<file path="config.mk">
export PLATFORM = sky130hd
export DESIGN_NAME = trap_ctrl
export DESIGN_NICKNAME = d
export VERILOG_FILES = /design/src/rtl/trap_ctrl.sv
export SDC_FILE = /design/constraint.sdc
export NUM_CORES = 1
export LEC_CHECK = 0
export ABC_AREA = 1
export BUFFER_PORTS_ARGS = -buffer_cell sky130_fd_sc_hd__buf_2
export CORE_AREA = 2 2 190 192
export CTS_BUF_LIST = sky130_fd_sc_hd__clkbuf_16
export CTS_CLUSTER_DIAMETER = 50
export DETAILED_ROUTE_END_ITERATION = 7
export DIE_AREA = 0 0 192 194
export HOLD_SLACK_MARGIN = 0.03
export SLEW_MARGIN = 20
export SYNTH_ARGS = -nofsm -noshare
export SYNTH_HDL_FRONTEND = slang
export SYNTH_SLANG_ARGS = --single-unit
</file>
<file path="constraint.sdc">
create_clock -name clk -period 3.66 [get_ports clk]
set_input_delay 0.732 -clock clk [delete_from_list [all_inputs] [get_ports clk]]
set_output_delay 0.732 -clock clk [all_outputs]
set_load 0.05 [all_outputs]
</file>
<file path="src/rtl/trap_ctrl.sv">
// trap_ctrl: arbitrates pipeline exceptions against masked interrupts and runs the trap handshake.
// Vectored mtvec dispatch for interrupts is enabled by defining TRAP_VECTORED_EN.
module trap_ctrl #(
    parameter int XLEN       = 32,
    parameter int NUM_STAGES = 3,
    parameter int NUM_IRQ    = 16
) (
    input  logic                       clk,
    input  logic                       rst,
    input  logic [NUM_STAGES*XLEN-1:0] stage_pc,
    input  logic [NUM_STAGES-1:0]      exc_valid,
    input  logic [NUM_STAGES*XLEN-1:0] exc_cause,
    input  logic [NUM_STAGES*XLEN-1:0] exc_val,
    input  logic [NUM_IRQ-1:0]         irq_pending,
    input  logic [NUM_IRQ-1:0]         irq_enable,
    input  logic                       global_ie,
    input  logic [XLEN-1:0]            mtvec,
    input  logic                       trap_insert,
    input  logic                       mret,
    output logic                       trap_req,
    output logic [XLEN-1:0]            trap_pc,
    output logic [XLEN-1:0]            trap_epc,
    output logic [XLEN-1:0]            trap_cause,
    output logic [XLEN-1:0]            trap_val,
    output logic [NUM_STAGES-1:0]      squash,
    output logic                       in_handler
);
    localparam int SW = NUM_STAGES > 1 ? $clog2(NUM_STAGES) : 1;
    localparam int IW = NUM_IRQ > 1 ? $clog2(NUM_IRQ) : 1;

    typedef enum logic [1:0] {IDLE, PENDING, HANDLER} state_t;

    state_t              state, state_nx;
    logic [SW-1:0]       exc_sel, lat_stage;
    logic [IW-1:0]       irq_sel;
    logic [NUM_IRQ-1:0]  eff;
    logic [NUM_STAGES-1:0] sq_mask;
    logic                lat_irq, any_exc, any_irq, cap_exc, cap_irq;
    logic [XLEN-1:0]     base;

    assign eff     = irq_pending & irq_enable & {NUM_IRQ{global_ie}};
    assign any_exc = |exc_valid;
    assign any_irq = |eff;

    // Oldest stage (highest index) wins among exceptions; lowest line wins among interrupts.
    always_comb begin
        exc_sel = '0;
        for (int i = 0; i < NUM_STAGES; i++)
            if (exc_valid[i]) exc_sel = SW'(i);
        irq_sel = '0;
        for (int i = NUM_IRQ - 1; i >= 0; i--)
            if (eff[i]) irq_sel = IW'(i);
        sq_mask = '0;
        for (int i = 0; i < NUM_STAGES; i++)
            sq_mask[i] = i <= int'(exc_sel);
    end

    assign cap_exc = any_exc && (state != PENDING || lat_irq || exc_sel > lat_stage);
    assign cap_irq = state == IDLE && !any_exc && any_irq;

    always_ff @(posedge clk or posedge rst) begin
        if (rst) state <= IDLE;
        else     state <= state_nx;
    end

    always_comb begin
        state_nx = state;
        case (state)
            IDLE:    state_nx = any_exc || any_irq ? PENDING : IDLE;
            PENDING: state_nx = trap_insert ? HANDLER : PENDING;
            HANDLER: state_nx = any_exc ? PENDING : mret ? IDLE : HANDLER;
            default: state_nx = IDLE;
        endcase
    end

    always_comb begin
        trap_req   = state == PENDING;
        in_handler = state == HANDLER;
    end

    always_ff @(posedge clk or posedge rst) begin
        if (rst) begin
            trap_epc   <= '0;
            trap_cause <= '0;
            trap_val   <= '0;
            squash     <= '0;
            lat_stage  <= '0;
            lat_irq    <= 1'b0;
        end else begin
            squash <= '0;
            if (cap_exc) begin
                trap_epc   <= stage_pc[exc_sel*XLEN +: XLEN];
                trap_cause <= exc_cause[exc_sel*XLEN +: XLEN];
                trap_val   <= exc_val[exc_sel*XLEN +: XLEN];
                squash     <= sq_mask;
                lat_stage  <= exc_sel;
                lat_irq    <= 1'b0;
            end else if (cap_irq) begin
                trap_epc   <= stage_pc[XLEN-1:0];
                trap_cause <= {1'b1, (XLEN-1)'(irq_sel)};
                trap_val   <= '0;
                lat_stage  <= '0;
                lat_irq    <= 1'b1;
            end
        end
    end

    assign base = mtvec & ~XLEN'(3);

`ifdef TRAP_VECTORED_EN
    assign trap_pc = mtvec[1:0] == 2'b01 && trap_cause[XLEN-1] ? base + {trap_cause[XLEN-3:0], 2'b00} : base;
`else
    assign trap_pc = base;
`endif
endmodule

</file>
# Word level (Yosys, flattened, before mapping)
# Index checks and enable logic that the tools add are counted.
[classes] eq_ne=3 n_shift=3 reduce_logical=11 div=0 order_cmp=3 bitwise_logic=2 mux=34 multipliers=0 add_sub_neg=0
[op_table] cell="$shiftx 96x8->32" n=3
[op_table] cell="$mux 32" n=6
[op_table] cell="$mux 4" n=16
[op_table] cell="$and 16x16->16" n=2
[op_table] cell="$reduce_or 16->1" n=1
[op_table] cell="$mux 2" n=6
[op_table] cell="$pmux 2 s3" n=1
[op_table] cell="$mux 1" n=4
[op_table] cell="$logic_and 1x1->1" n=3
[op_table] cell="$logic_or 1x1->1" n=3
[op_table] cell="$mux 3" n=1
[op_table] cell="$reduce_or 3->1" n=1
[op_table] cell="$eq 2x1->1 const B" n=1
[op_table] cell="$eq 2x2->1 const B" n=1
[op_table] cell="$gt 2x2->1" n=1
[op_table] cell="$le 1x2->1 const A" n=1
[op_table] cell="$le 2x2->1 const A" n=1
[op_table] cell="$logic_not 2->1" n=1
[op_table] cell="$ne 2x1->1 const B" n=1
[op_table] cell="$reduce_bool 2->1" n=1
[op_table] cell="$logic_not 1->1" n=1
[word_totals] reg_bits=104 inputBits=360 mem_bits_ro=0 n_memories=0 ramBits=0 latchBits=0 out_inout_bits=133

# Logic depth before layout (Yosys ltp)
[depth] word_depth=20 ltp_mapped=19 mapped_depth_nobuf=18

# Worst setup path before layout
# OpenSTA, ideal clock, no wires.
[synth_path] path_type="input port to flip-flop" startpoint="input exc_valid[2]" endpoint="register trap_epc[12]" slack_ns=1.354 path_stages=11 arrival_ns=2.222 path_buffers=1 setup_ns=0.084 cell_sequence="inv_1 > nand2_1 > ha_1 > nand2_1 > o21ai_0 > nand3_1 > nand2_4 > nor2_1 > clkbuf_1 > nand2_1 > a41oi_2"
[synth_via] elab_chain_cells=5 word_cells_on_any_way=11 cone_classes="1 x order compare; 1 x shift; 2 x mux; 7 x reduce/logical"
[synth_lines] element="start: declaration" line_no="11" rtl="input logic [NUM_STAGES-1:0] exc_valid,"
[synth_lines] element="parallel branches: the longest is 5 deep, another holds $shiftx 96x8->32"
[synth_lines] element="end signal: assignment" line_no="92" rtl="trap_epc <= stage_pc[exc_sel*XLEN +: XLEN];"
[synth_lines] element="end signal: assignment" line_no="99" rtl="trap_epc <= stage_pc[XLEN-1:0];"
[synth_lines] element="end: declaration" line_no="22" rtl="output logic [XLEN-1:0] trap_epc,"
# Parallel ways; which one is timed is not known.
# A chain may end at the register's enable or synchronous reset.

# Final worst setup path
[layout_path] startpoint="input exc_valid[2]" endpoint="register trap_epc[10]"
# The elaborated chain is that of the path after synthesis.

==> metrics.txt <==
Post-Route WL 25600 µm; multi-input logic area 3160 µm²; DRC viols 0; Layout Cells excl Fill 1590; synth unique cells 35; cell accounting for the most synthesized area dfrtp_1; Cell Area, Synth 6360 µm²; CORE AREA 35200 µm²; Adder-Cell Fraction of Synth Area 0.394%; WS Path Type input pin to flop; Worst slew margin 53.0%; TritonRoute pass-1 iters 5; R2R cell count 10; min Tclk post-route 2.67 ns; final antenna-violating net count 0; initial antenna violation count 2; share of post-route cells with drive strength above 1 46.9%; Pwr Total 0.00803 W; Final WS setup 0.992 ns; 1st-iter DRT viols 314; PwrDens 888 nW/µm²; vias 7127; CTS tree built; VDD IR-drop max 0.000418 V; Num CTS Buffers 9; Critical Path AT 2.95 ns; Hold WS 0.458 ns; Post-CTS Hold Fix Bufs 0; Reg-to-Reg End trap_val[9]; Die Y 194 µm; Placer Congestion 0.889; final hold vios 0; Max Freq 375 MHz; most frequent cells in the layout buf_2 (428), nand2_1 (224), dfrtp_1 (104); All-Layer GR Usage 13.0%; XOR/XNOR Fraction of Synth Area 0%; Rows 69; Setup WS pre-CTS 0.536 ns; synthesis-to-finish area growth 42.2%; share of the synthesized area in the top cell type 40.9%; max-cap violations 0; Pleak 4.44 nW; Post CTS Setup Buffer Count 0; Mapped Cells 761; worst-path maximum fanout 46; initial core utilization 18.0%; routed len/inst 16.1 µm; final setup vio count 0; setup_tns 0 ns; Worst setup EP type flop; Via density 4.48; max-slew violations 0; Fill cells 3933; vias in the first global route 6810; die area 37200 µm²; reg-to-reg slack, setup 1.52 ns; I/O pin count 493; Synthesis Warnings 0; critical path required time 3.94 ns; Post-synth ARST share 100%; cts repair resizes 0; placed instance count 1572; Die Wd 192 µm; clk_lat worst skew 0.37 ns; simple-gate area share of the yosys netlist 25.3%; ranking of synthesized cells by area dfrtp_1 (41%), nand2_1 (13%), a41oi_2 (7.4%), nand3_1 (6.5%), a22o_1 (6.2%); Main synth FF type dfrtp_1; Syn Area/Cell 8.35 µm²; CTS clk-pin slew, worst paths 0.07 ns; Seq/Total Area, Yosys 40.9%; DP Wirelength 19300 µm; RSZ-0062 raised after global routing false; Synth Register Bits 104; maximum buffer depth of the clock tree 2; final net count 1484; grt ovf 0; Max H-tree Level 3; Clock Tree Root clkbuf_16; post-synthesis compound-gate area fraction 23.8%; outcome finished, final reports clean; fin crit share 72.9%; # port buffers 428; number of synthesized flops with an enable pin 0; reg2reg start lat_stage[1]; register area 2600 µm²; worst-margin pin slew 0.705 ns; first-pass GRT wire length 37200 µm; largest family of logic cells by synthesized area simple AND/OR/NAND/NOR gates; mux cell area share after synthesis 0%; largest net degree at the start of global routing 98; clk_skew 0.0123 ns; CTS sink cnt 104; CP startpoint kind input pin; most common cell after layout, fill and taps aside buf_2; hold crit path type input pin to async pin
==> flip-flops by register name, summed over array words and instances, names as in the netlist <==
signal      flops
trap_cause     32
lat_irq         1
squash          3
trap_val       32
lat_stage       2
trap_epc       32
state           2
==> cells in the mapped netlist, types with 10 or more instances <==
| cell type | n |
|---|---|
| nand3_2 | 10 |
| a41oi_2 | 29 |
| a22o_1 | 45 |
| clkbuf_1 | 38 |
| o21ai_0 | 34 |
| nor2_1 | 44 |
| a31o_2 | 16 |
| a21oi_1 | 17 |
| dfrtp_1 | 104 |
| a22oi_1 | 16 |
| nand3_1 | 83 |
| nand2_1 | 224 |
| buf_4 | 32 |
==> area by class of cell <==
cell class                 count  area share (%)
timing repair buffer         441            25.6
tap                          461            6.38
clock buffer                   9            2.49
sequential                   104            28.8
inverter                      16           0.706
clock inverter                 7            1.07
antenna                        2          0.0553
multi-input combinational    550            34.9
==> worst max path at each step <==
stage,slack [ns],depth (start not counted),startpoint,end
global placement,0.55,14,exc_valid[2],trap_cause[1]
detailed placement,0.54,12,exc_valid[2],trap_epc[8]
CTS,0.95,12,exc_valid[2],trap_epc[10]
finish,0.99,12,exc_valid[2],trap_epc[10]
global route,0.79,12,exc_valid[2],trap_epc[10]
floorplan,0.20,1,rst,lat_irq
==> power breakdown <==
part | switching, W | internal, W | leakage [nW]
combinational | 0.00361 | 0.00133 | 3.03
clock | 0.000473 | 0.000600 | 0.149
sequential | 0.000289 | 0.00172 | 1.25
==> worst max-delay path, cell delays in order <==
cell and delay, ns:
buf_2 0.36, inv_1 0.15, nand2_1 0.15, ha_1 0.24
nand2_1 0.06, o21ai_0 0.09, nand3_1 0.12, nand2_4 0.14
inv_2 0.24, buf_12 0.26, nand3_1 0.14, a41oi_2 0.20
==> routing by layer <==
layer	GRT usage, %	vias up	part of all wire [%]
li1	-	3348	-
met3	3.37	61	7.7
met2	22.3	343	49
met1	14.9	3375	39
met5	0	-	0
met4	6.56	0	3.9
==> cells by family after synthesis <==
kind of cell,count (synthesis)
other,1
buffers and inverters,108
AO/OA/AOI/OAI,175
adder cells (fa/ha/maj),2
flip-flops,104
AND/OR/NAND/NOR,371
==> per-stage QoR <==
| stage | cell area, µm² | utilization (%) |
|---|---|---|
| floorplan | 6360 | - |
| global placement | 8720 | 24.7 |
| detailed placement | 8720 | 24.7 |
| CTS | 9040 | 25.7 |
| global route | 9040 | 25.7 |
| finish | 9040 | 25.7 |
Note: power is estimated with default switching activity, not from simulation.
